File: src/rtl/syn_fifo_afe.sv
// ---------------------------------------------------------------------------
// syn_fifo_afe
// Single-clock FIFO buffering traffic between 8051 peripherals (UART, SPI,
// SFR bridges). It exports occupancy and free-space counts, programmable
// almost-full/almost-empty flags, and sticky overflow/underflow error flags.
//
// Build option:
//   SYN_FIFO_FWFT_EN  defined   -> first-word-fall-through. r_data shows the
//                                  head entry combinationally and r_en pops it.
//                     undefined -> r_data is a register loaded at the edge
//                                  that accepts a read (1-cycle latency).
//
// Ports:
//   clk, rst         clock (rising edge), asynchronous active-high reset
//   w_en, w_data     write request and write data
//   r_en, r_data     read request (pop) and read data
//   is_empty/is_full count == 0 / count == FIFO_DEPTH
//   almost_empty     count <= AEMPTY_TH
//   almost_full      count >= AFULL_TH
//   data_avail       current count
//   room_avail       FIFO_DEPTH - count
//   overflow         sticky: a write was dropped because the FIFO was full
//   underflow        sticky: a read was attempted while the FIFO was empty
//   clr_err          synchronous clear of both sticky flags (a set wins)
// ---------------------------------------------------------------------------
module syn_fifo_afe #(
    parameter int DATA_WIDTH = 8,
    parameter int ADDR_WIDTH = 4,
    parameter int FIFO_DEPTH = 16,
    parameter int AFULL_TH   = 12,
    parameter int AEMPTY_TH  = 2
) (
    input  logic                  clk,
    input  logic                  rst,
    input  logic                  w_en,
    input  logic [DATA_WIDTH-1:0] w_data,
    input  logic                  r_en,
    output logic [DATA_WIDTH-1:0] r_data,
    output logic                  is_empty,
    output logic                  is_full,
    output logic                  almost_empty,
    output logic                  almost_full,
    output logic [ADDR_WIDTH:0]   data_avail,
    output logic [ADDR_WIDTH:0]   room_avail,
    output logic                  overflow,
    output logic                  underflow,
    input  logic                  clr_err
);

    localparam int CW = ADDR_WIDTH + 1;
    localparam logic [ADDR_WIDTH-1:0] PTR_ONE  = {{(ADDR_WIDTH-1){1'b0}}, 1'b1};
    localparam logic [ADDR_WIDTH:0]   CNT_ONE  = {{ADDR_WIDTH{1'b0}}, 1'b1};
    localparam logic [ADDR_WIDTH:0]   DEPTH_C  = CW'(FIFO_DEPTH);
    localparam logic [ADDR_WIDTH:0]   AFULL_C  = CW'(AFULL_TH);
    localparam logic [ADDR_WIDTH:0]   AEMPTY_C = CW'(AEMPTY_TH);

    logic [DATA_WIDTH-1:0] mem_q [FIFO_DEPTH];

    logic [ADDR_WIDTH-1:0] wr_ptr_q, wr_ptr_d;
    logic [ADDR_WIDTH-1:0] rd_ptr_q, rd_ptr_d;
    logic [ADDR_WIDTH:0]   count_q,  count_d;
    logic                  overflow_q, overflow_d;
    logic                  underflow_q, underflow_d;
    logic                  wr_acc, rd_acc;

    // A write into a full FIFO is still accepted when a read frees the slot
    // in the same cycle; a read from an empty FIFO is never accepted.
    always_comb begin
        wr_acc      = w_en && (!is_full || r_en);
        rd_acc      = r_en && !is_empty;

        wr_ptr_d    = wr_ptr_q;
        rd_ptr_d    = rd_ptr_q;
        count_d     = count_q;

        if (wr_acc) wr_ptr_d = wr_ptr_q + PTR_ONE;
        if (rd_acc) rd_ptr_d = rd_ptr_q + PTR_ONE;

        case ({wr_acc, rd_acc})
            2'b10:   count_d = count_q + CNT_ONE;
            2'b01:   count_d = count_q - CNT_ONE;
            default: count_d = count_q;
        endcase

        // New error events take priority over a coincident clear.
        overflow_d  = (overflow_q  && !clr_err) || (w_en && is_full && !r_en);
        underflow_d = (underflow_q && !clr_err) || (r_en && is_empty);
    end

    always_ff @(posedge clk) begin
        if (wr_acc) mem_q[wr_ptr_q] <= w_data;
    end

    always_ff @(posedge clk or posedge rst) begin
        if (rst) begin
            wr_ptr_q    <= '0;
            rd_ptr_q    <= '0;
            count_q     <= '0;
            overflow_q  <= 1'b0;
            underflow_q <= 1'b0;
        end else begin
            wr_ptr_q    <= wr_ptr_d;
            rd_ptr_q    <= rd_ptr_d;
            count_q     <= count_d;
            overflow_q  <= overflow_d;
            underflow_q <= underflow_d;
        end
    end

`ifdef SYN_FIFO_FWFT_EN
    // Head entry is always visible; contents are meaningless while empty.
    assign r_data = mem_q[rd_ptr_q];
`else
    logic [DATA_WIDTH-1:0] r_data_q, r_data_d;

    // Holds the last popped word until the next accepted read.
    always_comb begin
        r_data_d = r_data_q;
        if (rd_acc) r_data_d = mem_q[rd_ptr_q];
    end

    always_ff @(posedge clk or posedge rst) begin
        if (rst) r_data_q <= '0;
        else     r_data_q <= r_data_d;
    end

    assign r_data = r_data_q;
`endif

    assign is_empty     = (count_q == '0);
    assign is_full      = (count_q == DEPTH_C);
    assign almost_empty = (count_q <= AEMPTY_C);
    assign almost_full  = (count_q >= AFULL_C);
    assign data_avail   = count_q;
    assign room_avail   = DEPTH_C - count_q;
    assign overflow     = overflow_q;
    assign underflow    = underflow_q;

endmodule
File: config.mk
export PLATFORM = sky130hd
export DESIGN_NAME = syn_fifo_afe
export DESIGN_NICKNAME = d
export VERILOG_FILES = /design/src/rtl/syn_fifo_afe.sv
export SDC_FILE = /design/constraint.sdc
export NUM_CORES = 1
export LEC_CHECK = 0
export CAP_MARGIN = 20
export CORE_MARGIN = 3
export CORE_UTILIZATION = 50
export CTS_BUF_LIST = sky130_fd_sc_hd__clkbuf_8
export DETAILED_ROUTE_END_ITERATION = 8
export HOLD_SLACK_MARGIN = 0.12
export MAX_ROUTING_LAYER = met4
export PLACE_DENSITY = 0.69
export SKIP_CTS_REPAIR_TIMING = 1
export SLEW_MARGIN = 40
export SYNTH_ARGS = -nofsm -noshare
export SYNTH_HDL_FRONTEND = slang
export SYNTH_SLANG_ARGS = --single-unit
File: constraint.sdc
create_clock -name clk -period 3.7 [get_ports clk]
set_clock_uncertainty 0.15 [all_clocks]
set_input_delay 0.74 -clock clk [delete_from_list [all_inputs] [get_ports clk]]
set_output_delay 0.74 -clock clk [all_outputs]
set_load 0.05 [all_outputs]
Yosys cells after proc, flatten, opt, wreduce, memory -nomap -nowiden
Memories as Yosys holds them, arrays and structs flattened. A register that Yosys moved wholly into a read port is not among the register bits.
Cells that the tools add are included.
{"block": "totals", "regBits": 15, "latch_bits": 0, "ram_bits": 128, "rom_bits": 0, "out_inout_bits": 24, "mem_count": 1}
{"name": "mem_q", "words": 16, "width": 8, "rd": 1, "rd_clocked_by_memory_dff": 1, "write_ports": 1, "line_no": "57", "rtl": "logic [DATA_WIDTH-1:0] mem_q [FIFO_DEPTH];"}
{"block": "classes", "addsub": 5, "n_mul": 0, "n_div": 0, "n_lt_le_gt_ge": 2, "eq_ne": 3, "n_shift": 0, "mux": 3, "bitwise": 0, "reduce_logical": 16}
{"operator": "case mux 5 bit (2 select lines)", "count": 1}
{"operator": "adder 4 x 1 -> 4 bit, second input constant", "count": 2}
{"operator": "logical AND 1 bit", "count": 7}
{"operator": "adder 5 x 1 -> 5 bit, second input constant", "count": 1}
{"operator": "equality test 5 bit, second input constant", "count": 1}
{"operator": ">= comparator 5 x 4 -> 1 bit, second input constant", "count": 1}
{"operator": "less-or-equal comparator 5 x 2 -> 1 bit, second input constant", "count": 1}
{"operator": "logical NOT 5 bit", "count": 1}
{"operator": "subtractor 5 x 1 -> 5 bit, second input constant", "count": 1}
{"operator": "subtractor 5 bit, first input constant", "count": 1}
{"operator": "logical NOT 1 bit", "count": 4}
{"operator": "logical OR 1 bit", "count": 3}
{"operator": "equality test 2 x 1 -> 1 bit, second input constant", "count": 1}
{"operator": "equality test 2 bit, second input constant", "count": 1}
{"operator": "2-to-1 mux 1 bit", "count": 2}
{"operator": "nonzero test 2 bit", "count": 1}

Longest topological paths before layout
Gate-level depths: netlist of the first run.
{"block": "logic_depth", "ltp_word": 6, "ltp_mapped": 17}

Least setup slack after synthesis of the first run
OpenSTA, ideal clock, no wires.
{"block": "synth_timing", "path_kind": "register -> register", "start": "register count_q[1], in the netlist data_avail[1]", "end": "register count_q[4], in the netlist data_avail[4]", "setup_time_ps": 80, "arrival_time_ps": 3519, "required_ps": 3470, "setup_slack_ps": -49, "path_stages_with_launch": 18, "path_cell_list": "dfrtp_1 buf_2 inv_1 ha_1 and2_1 ha_1 nand2b_1 and2_1 buf_4 inv_4 ha_1 buf_4 xor2_1 ha_1 a21oi_2 or3b_1 a31oi_1 xnor2_1"}
{"block": "synth_via", "elab_chain_cells": 6, "elab_cells_between_ends": 13, "cone_classes": "2 x add/sub; 3 x eq/ne; 1 x mux; 7 x reduce/logical"}
{"item": "start, declared", "line_no": "61", "rtl": "logic [ADDR_WIDTH:0] count_q, count_d;"}
{"item": "start signal, assigned", "line_no": "104", "rtl": "count_q <= count_d;"}
{"item": "equality test 5 bit *", "line_no": "131", "rtl": "assign is_full = (count_q == DEPTH_C);"}
{"item": "via is_full", "line_no": "40", "rtl": "output logic is_full,"}
{"item": "logical NOT 1 bit *", "line_no": "69", "rtl": "wr_acc = w_en && (!is_full || r_en);"}
{"item": "logical OR 1 bit *", "line_no": "69"}
{"item": "logical AND 1 bit *", "line_no": "69"}
{"item": "equality test 2 x 1 -> 1 bit / equality test 2 bit (equally long branches)", "line_no": "79", "rtl": "case ({wr_acc, rd_acc})"}
{"item": "case mux 5 bit (2 select lines) / nonzero test 2 bit (equally long branches)"}
Mark *: on every way through the listed nets, which the timed path passes. The rest lies on a longest branch.
A chain may end at the register's enable or synchronous reset.

Final worst setup path of the first run
{"block": "layout_timing", "start": "register count_q[0], in the netlist data_avail[0]", "end": "output room_avail[4]"}
{"block": "layout_via", "elab_chain_cells": 1}
{"item": "subtractor 5 bit", "line_no": "135", "rtl": "assign room_avail = DEPTH_C - count_q;"}
{"item": "end, declared", "line_no": "44", "rtl": "output logic [ADDR_WIDTH:0] room_avail,"}
No other way between the ends.

==> metrics.csv, run 1 <==
metric,value,unit
run status,"complete, no violations",
asr flop ratio synth,15.2,%
area of the multi-input gates,1660,um^2
Overflow after GRT,0,
DIE AREA,14000,um^2
synthesis-to-layout area growth,15.3,%
"Clk Latency, worst-skew pair",0.43,ns
drt pass-1 iters,5,
final setup violation count,0,
post-synth top area cell,edfxtp_1,
GPL Wtd Cong,0.845,
CP Launch Point,data_avail[0]$_DFFE_PP0P_,
CP Data Arrival Time,2.53,ns
vias,3483,
Worst Setup Start Kind,register,
ratio of cells with drive above 1 in the final layout,15.5,%
crit-path cells,inv_1 > ha_1 > and2_1 > ha_1 > inv_1 > clkdlybuf4s50_1,
HPWL Detailed,8400,um
Post-synth top flop,edfxtp_1,
setup_tns,0,ns
root buffer cell,clkbuf_8,
"most common cell after layout, fill and taps aside",edfxtp_1,
DRC errors left,0,
"EDFF count, synth",128,
Post-Route WL,12800,um
top post-synthesis cells by area,"edfxtp_1 61%, dfrtp_1 9.1%, mux2i_1 7.8%",
Via density,5.56,
slowest CP cell,clkdlybuf4s50_1,
"commonest cells after routing, fill and taps aside","128 x edfxtp_1, 49 x mux2i_1, 36 x clkdlybuf4s50_1, 24 x buf_4, 21 x dfrtp_1",
starting density of the core,51.8,%
Ys Warns,0,
vias in the first global route,3657,
cells after synthesis,387,
MaxCap Viol Count,0,
WP data required,2.81,ns
initial DRC count,344,
CTS tree,built,
hold crit path type,reg -> reg,
Critical Path Max Stage Delay,0.79,ns
fin nets,470,
register area,4420,um^2
Synth cell types,41,
CTS max path bufs,2,
P_leak,0.00261,uW
number of port buffers,36,
IO Count,37,
gr usage total,19.5,%
largest net degree at the start of global routing,27,
Placed Cells,594,
Post-DRT Antenna Nets,0,
Syn Area/Cell,16.3,um^2
htree depth,4,
Crit Reg-Reg Startpoint,data_avail[0]$_DFFE_PP0P_,
crit share post-route,92.4,%
WS Path Type,reg -> out,
Clock Sinks,151,
Inserted Clock Buffers,17,
f_max,293,MHz
crit path max fanout,7,
Pwr Density,794,nW/um^2
Cell Rows,40,
Die Wd,118,um
"CTS clk-pin slew, worst paths",0.08,ns
Final Hold Fails,0,
Min-Delay Startpoint,r_data[7]$_DFFE_PP0P_,
WL/cell,20.4,um
transition time of the tightest slew-check pin,0.771,ns
fraction of the yosys area taken by sequential cells,69.9,%
initial antenna violation count,0,
"Slew Viols, Final",0,
unrepaired setup endpoints after global routing,false,
first-pass GRT wire length,20200,um
top-area cell type share of the netlist area,60.8,%
CP Capture Type,primary output,
final worst path period need,3.42,ns
Yosys reg bits,151,
ANT cells,0,
Core ar.,12200,um^2
final non-filler cell total,626,
VDD IR-drop max,0.697,mV
Synthesized Nets,412,
final core utilization,59.7,%
Synth Cell Area,6320,um^2
Layout fillers,960,
Rel. slew slack,48.6,%
Die H,118,um
[worst paths after layout]
check | endpoint | slack [ns] | cells past startpoint
hold / removal | r_data[7]$_DFFE_PP0P_ | 0.36 | 2
setup / recovery | room_avail[4] | 0.28 | 6
min in group asynchronous | data_avail[0]$_DFFE_PP0P_ | 0.51 | 3
hold reg to reg | r_data[7]$_DFFE_PP0P_ | 0.36 | 2
setup reg to reg | data_avail[4]$_DFFE_PP0P_ | 0.49 | 13
max in group asynchronous | rd_ptr_q[1]$_DFFE_PP0P_ | 2.61 | 3
[per-layer routing]
metal | wire length (um) | GRT usage, %
met5 | 0 | -
met4 | 144 | 7.17
met3 | 763 | 4.26
met2 | 6240 | 30.1
met1 | 5620 | 25.9
[cell families after synthesis]
logic type	count (synthesis)	share of synthesized area, %
compound gates	43	4.57
buf+inv	37	3.92
mux	60	11.5
flops	151	69.9
fa+ha+maj	12	2.37
simple gates	70	5.82
xor+xnor	14	1.94
[report_power, final]
group	switching [uW]	internal [uW]
logic	1270	845
registers	310	2110
clock network	597	657
total	2180	3610
[worst max-delay path: cells and delay by family, from the launching register on]
family        cells  cell delay (ns)
buf+inv           3             0.95
fa+ha+maj         2             0.50
flops             1             0.48
simple gates      1             0.17
[Yosys cell counts, types with 4 or more instances]
library cell    n
a21oi_1         7
a22oi_1        18
a32oi_1         4
and2_1          8
buf_2           7
buf_4           5
buf_6           4
dfrtp_1        23
edfxtp_1      128
ha_1           12
inv_1          15
mux2i_1        49
mux4_2         10
nand2_1        18
nand3_1        12
nor2_1          9
nor3_1          5
nor4_1          5
o21ai_0         7
xnor2_1        10
xor2_1          4
[flip-flops by register name, summed over array words and instances, names as in the netlist]
register	cells
data_avail	5
r_data	8
mem_q	128
rd_ptr_q	4
underflow	1
wr_ptr_q	4
overflow	1
[through the flow]
step           hold slack [ns]  total power (uW)  setup slack (ns)  instance area [um^2]
6_report                 0.360              5790             0.281                  7290
5_1_grt                  0.398              6060             0.150                  7290
4_1_cts                  0.364              5820             0.243                  7290
3_5_place_dp             0.341              4570             0.417                  6890
3_3_place_gp             0.334              4530             0.461                  6890
2_1_floorplan            0.342              4000           0.00970                  6320
[area by class of cell]
| class | count | area share (%) |
|---|---|---|
| Clock buffer | 17 | 3.21 |
| Clock inverter | 15 | 2.21 |
| Inverter | 16 | 0.858 |
| Multi-Input combinational cell | 199 | 22.8 |
| Sequential cell | 151 | 60.7 |
| Tap cell | 168 | 2.88 |
| Timing Repair Buffer | 60 | 7.42 |
No activity file was read; power rests on OpenSTA's default activity.
==> inputs of run 2 (changes only) <==
==> constraint.sdc (replaced) <==
create_clock -name clk -period 3.39 [get_ports clk]
set_clock_uncertainty 0.15 [all_clocks]
set_input_delay 0.678 -clock clk [delete_from_list [all_inputs] [get_ports clk]]
set_output_delay 0.678 -clock clk [all_outputs]
set_load 0.05 [all_outputs]
==> run 2 against run 1 <==
Global-route usage down 0.27 points. Via count down 1.8%. Setup slack worse by 0.13 ns. Hold slack worse by 0.0034 ns. Total power up 7.9%. Combinational power up 9.4%. Cell area up 0.53%. Die area unchanged. Final cell count up 0.32%.
==> metrics.csv, run 2 (synthesis results as in run 1) <==
metric,value,unit,change
run status,"complete, no violations",,
vias,3422,,-1.8%
R2R Path End,data_avail[4]$_DFFE_PP0P_,,
crit path to,room_avail[4],,
"commonest cells after routing, fill and taps aside","128 x edfxtp_1, 49 x mux2i_1, 36 x clkdlybuf4s50_1, 26 x buf_4, 20 x dfrtp_1",,
CTS tree,built,,
starting density of the core,51.8,%,unchanged
GPL Wtd Cong,0.793,,-6.2%
final setup violation count,0,,unchanged
htree depth,4,,unchanged
unrepaired setup endpoints after global routing,false,,
Crit Reg-Reg Startpoint,data_avail[1]$_DFFE_PP0P_,,
WS Path Type,reg -> out,,
ANT cells,0,,unchanged
Post-DRT Antenna Nets,0,,unchanged
initial DRC count,227,,-34%
Rel. slew slack,58.4,%,+9.8 points
drt pass-1 iters,5,,unchanged
"Slew Viols, Final",0,,unchanged
max FFs per register,128,,unchanged
Overflow after GRT,0,,unchanged
first-pass GRT wire length,19500,um,-3.4%
Via density,5.45,,-2.1%
DIE AREA,14000,um^2,unchanged
transition time of the tightest slew-check pin,0.624,ns,-0.147 ns
MaxCap Viol Count,0,,unchanged
crit share post-route,95.4,%,
vias in the first global route,3562,,-2.6%
CP Launch Point,data_avail[1]$_DFFE_PP0P_,,
FF-to-FF setup slack,0.36,ns,-0.13 ns
Die H,118,um,unchanged
DRC errors left,0,,unchanged
"most common cell after layout, fill and taps aside",edfxtp_1,,
hold crit path type,reg -> reg,,
CP Capture Type,primary output,,
final instance area,7330,um^2,+0.53%
crit path max fanout,10,,+3
WL/cell,19.7,um,-3.2%
Largest Register,mem_q,,
Final Power,6250,uW,+7.9%
Placed Cells,596,,+0.34%
root buffer cell,clkbuf_8,,
setup_tns,0,ns,unchanged
"CTS clk-pin slew, worst paths",0.08,ns,about the same
CP Data Arrival Time,2.41,ns,-0.12 ns
P_leak,0.00262,uW,about the same
Layout fillers,974,,+1.5%
r2r worst-path depth,14,,+1
final non-filler cell total,628,,+0.32%
Post-Route WL,12400,um,-2.9%
Core ar.,12200,um^2,unchanged
hold slack,0.356,ns,-0.00337 ns
"Clk Latency, worst-skew pair",0.45,ns,+0.02 ns
placed cell area,6940,um^2,+0.64%
Inserted Clock Buffers,17,,unchanged
WP data required,2.56,ns,-0.25 ns
final worst path period need,3.23,ns,
Die Wd,118,um,unchanged
synthesis-to-layout area growth,15.9,%,
VDD IR-drop max,0.658,mV,-5.6%
largest net degree at the start of global routing,24,,-11%
Worst Setup Start Kind,register,,
Final Hold Fails,0,,unchanged
gr usage total,19.3,%,-0.27 points
number of port buffers,36,,unchanged
HPWL Detailed,8250,um,-1.8%
Pwr Density,853,nW/um^2,+7.4%
CTS max path bufs,2,,unchanged
ratio of cells with drive above 1 in the final layout,17.4,%,+1.9 points
initial antenna violation count,0,,unchanged
Cell Rows,40,,unchanged
Clock Sinks,151,,unchanged
IO Count,37,,unchanged
f_max,309,MHz,
fin nets,472,,+0.43%
-- run 2: changes by cell type in the layout (fill, tap and decap cells not counted), sizes merged --
cell	change
buf	+2
bufinv	-1
inv	+1
-- run 2: worst min path at each step --
| stage | to | slack [ns] | cells past startpoint | start |
|---|---|---|---|---|
| floorplan | rd_ptr_q[3]$_DFFE_PP0P_ | 0.34 | 1 | rd_ptr_q[3]$_DFFE_PP0P_ |
| global placement | r_data[4]$_DFFE_PP0P_ | 0.34 | 2 | r_data[4]$_DFFE_PP0P_ |
| detailed placement | r_data[7]$_DFFE_PP0P_ | 0.35 | 2 | r_data[7]$_DFFE_PP0P_ |
| CTS | r_data[5]$_DFFE_PP0P_ | 0.36 | 2 | r_data[5]$_DFFE_PP0P_ |
| global route | r_data[7]$_DFFE_PP0P_ | 0.39 | 2 | r_data[7]$_DFFE_PP0P_ |
| finish | r_data[7]$_DFFE_PP0P_ | 0.36 | 2 | r_data[7]$_DFFE_PP0P_ |
-- run 2: layout make-up --
type,instances,area (um^2),area share [%]
timing repair buffer,62,556,7.58
clock inverter,15,154,2.10
inverter,16,62.6,0.854
tap,168,210,2.87
multi-input combinational,199,1690,23.0
sequential,151,4420,60.4
clock buffer,17,234,3.19
-- run 2: power by group --
group / switching (uW) / internal (uW)
combinational: 1390 / 931
clock: 666 / 655
sequential: 305 / 2300
total: 2360 / 3890
-- run 2: stage by stage --
stage / setup WS (ns) / util (%)
after CTS: 0.121 / 60.0
after global placement: 0.201 / 56.8
after detailed placement: 0.147 / 56.8
after floorplan: 0.00516 / -
after global routing: 0.0486 / 60.0
final: 0.155 / 60.0
-- run 2: metal layers --
metal	vias to the layer above	GRT usage (%)	part of all wire (%)
met5	-	-	0
met1	1722	24.1	42
met4	0	6.37	1.6
met3	18	4.26	4.6
li1	1588	-	-
met2	94	31.5	52
-- run 2: critical path, cell delays in order, from the launching register on --
cell	delay, ns
dfrtp_2	0.48
inv_1	0.10
ha_1	0.18
and2_4	0.18
ha_4	0.19
inv_1	0.04
clkdlybuf4s50_1	0.79
==> inputs of run 3 (changes only) <==
--- a/config.mk
+++ b/config.mk
@@ -12,7 +12,7 @@
 export DETAILED_ROUTE_END_ITERATION = 8
 export HOLD_SLACK_MARGIN = 0.12
 export MAX_ROUTING_LAYER = met4
-export PLACE_DENSITY = 0.69
+export PLACE_DENSITY = 0.8
 export SKIP_CTS_REPAIR_TIMING = 1
 export SLEW_MARGIN = 40
 export SYNTH_ARGS = -nofsm -noshare
==> run 3 against run 2 <==
Register-to-register slack better by 0.02 ns. Global-route usage is 0.14 points lower. First-iteration DRC count is 39% higher. Total power is 8.1% higher. Hold slack worse by 0.021 ns. Critical path depth stayed put. Final cell count is 0.80% lower. Non-clock buffer count is 5 lower. Critical path type unchanged. Critical endpoint unchanged. Largest cell class unchanged. Largest power group unchanged.
==> metrics.csv, run 3 (synthesis results as in run 1) <==
metric,value,unit,change
"commonest cells after routing, fill and taps aside","128 x edfxtp_1, 49 x mux2i_1, 36 x clkdlybuf4s50_1, 21 x buf_4, 20 x dfrtp_1",,
Clock Sinks,151,,unchanged
unrepaired setup endpoints after global routing,false,,
Pwr Density,908,nW/um^2,+6.5%
IO Count,37,,unchanged
Die H,118,um,unchanged
WS Path Type,reg -> out,,
Largest Register,mem_q,,
setup_tns,0,ns,unchanged
crit share post-route,95.3,%,-0.16 points
vias,3454,,+0.94%
CP Capture Type,primary output,,
HPWL Detailed,8110,um,-1.7%
crit path max fanout,10,,unchanged
number of port buffers,36,,unchanged
Die Wd,118,um,unchanged
Rel. slew slack,47.6,%,-11 points
Post-DRT Antenna Nets,0,,unchanged
final worst path period need,3.23,ns,-0.00534 ns
Post-Route WL,12400,um,about the same
Setup WS post-layout,0.160,ns,+0.00534 ns
Via density,5.54,,+1.7%
Core ar.,12200,um^2,unchanged
htree depth,4,,unchanged
CTS tree,built,,
"Slew Viols, Final",0,,unchanged
initial DRC count,316,,+39%
vias in the first global route,3574,,+0.34%
Worst Setup Start Kind,register,,
synthesis-to-layout area growth,17.6,%,
largest net degree at the start of global routing,27,,+13%
WP data required,2.56,ns,about the same
max FFs per register,128,,unchanged
Overflow after GRT,0,,unchanged
P_leak,0.00267,uW,+2.1%
gr usage total,19.1,%,-0.14 points
GPL Wtd Cong,0.792,,-0.13%
hold slack,0.335,ns,-0.0212 ns
initial antenna violation count,0,,unchanged
Final Hold Fails,0,,unchanged
Inserted Clock Buffers,17,,unchanged
run status,"complete, no violations",,
Layout fillers,922,,-5.3%
Cell Rows,40,,unchanged
DRC errors left,0,,unchanged
final setup violation count,0,,unchanged
"CTS clk-pin slew, worst paths",0.08,ns,about the same
drt pass-1 iters,5,,unchanged
transition time of the tightest slew-check pin,0.786,ns,+0.162 ns
ANT cells,0,,unchanged
fin nets,467,,-1.1%
Final Power,6750,uW,+8.1%
CP Data Arrival Time,2.40,ns,about the same
ratio of cells with drive above 1 in the final layout,15.6,%,-1.8 points
DIE AREA,14000,um^2,unchanged
CTS max path bufs,2,,unchanged
FF-to-FF setup slack,0.38,ns,+0.02 ns
starting density of the core,51.8,%,unchanged
dpl ws,0.170,ns,+0.0230 ns
"Clk Latency, worst-skew pair",0.44,ns,about the same
first-pass GRT wire length,19700,um,+0.99%
VDD IR-drop max,1.03,mV,+57%
hold crit path type,reg -> reg,,
f_max,310,MHz,+0.17%
WL/cell,19.9,um,+0.74%
root buffer cell,clkbuf_8,,
MaxCap Viol Count,0,,unchanged
"most common cell after layout, fill and taps aside",edfxtp_1,,
-- run 3: cell types whose count changed in the layout (fill, tap and decap cells not counted), sizes merged --
cell / delta
buf: -5
bufinv: +7
clkinv: -6
clkinvlp: -2
inv: +1
-- run 3: final timing paths --
check	from	end	cells after the start
worst max-delay path	data_avail[1]$_DFFE_PP0P_	room_avail[4]	6
worst min-delay path	r_data[5]$_DFFE_PP0P_	r_data[5]$_DFFE_PP0P_	2
worst max register to register	data_avail[1]$_DFFE_PP0P_	data_avail[4]$_DFFE_PP0P_	14
worst min register to register	r_data[5]$_DFFE_PP0P_	r_data[5]$_DFFE_PP0P_	2
max in group asynchronous	rst	rd_ptr_q[1]$_DFFE_PP0P_	3
min in group asynchronous	rst	overflow$_DFF_PP0_	3
-- run 3: stage by stage --
| stage | area (um^2) | std cells | util [%] |
|---|---|---|---|
| 4_1_cts | 7440 | 623 | 60.9 |
| 2_1_floorplan | 6350 | 387 | - |
| 5_1_grt | 7440 | 623 | 60.9 |
| 3_3_place_gp | 6900 | 591 | 56.5 |
| 6_report | 7440 | 623 | 60.9 |
| 3_5_place_dp | 6900 | 591 | 56.5 |
-- run 3: worst max-delay path: stages, from the launching register on --
cell and delay (ns):
dfrtp_2 0.48, inv_1 0.09, ha_1 0.18, and2_4 0.18
ha_4 0.19, inv_1 0.05, clkdlybuf4s50_1 0.79
-- run 3: layout make-up --
class	instances	area (um^2)	share of cell area (%)
Sequential cell	151	4420	59.5
Multi-Input combinational cell	199	1680	22.6
Timing Repair Buffer	57	518	6.96
Clock inverter	15	307	4.12
Clock buffer	17	234	3.15
Tap cell	168	210	2.83
Inverter	16	62.6	0.841
-- run 3: per-layer routing --
layer / vias up / share of wire (%) / GRT usage, %
met5: - / 0 / -
met4: 0 / 1.7 / 7.89
met3: 14 / 6.6 / 5.12
met2: 127 / 48 / 28.7
met1: 1735 / 44 / 25.1
li1: 1578 / - / -
-- run 3: power by group --
group / switching, uW / internal (uW) / leakage (uW) / total, uW
Combinational: 1380 / 928 / 0.000966 / 2310
Clock: 637 / 1170 / 0.000274 / 1810
Sequential: 336 / 2300 / 0.00143 / 2640
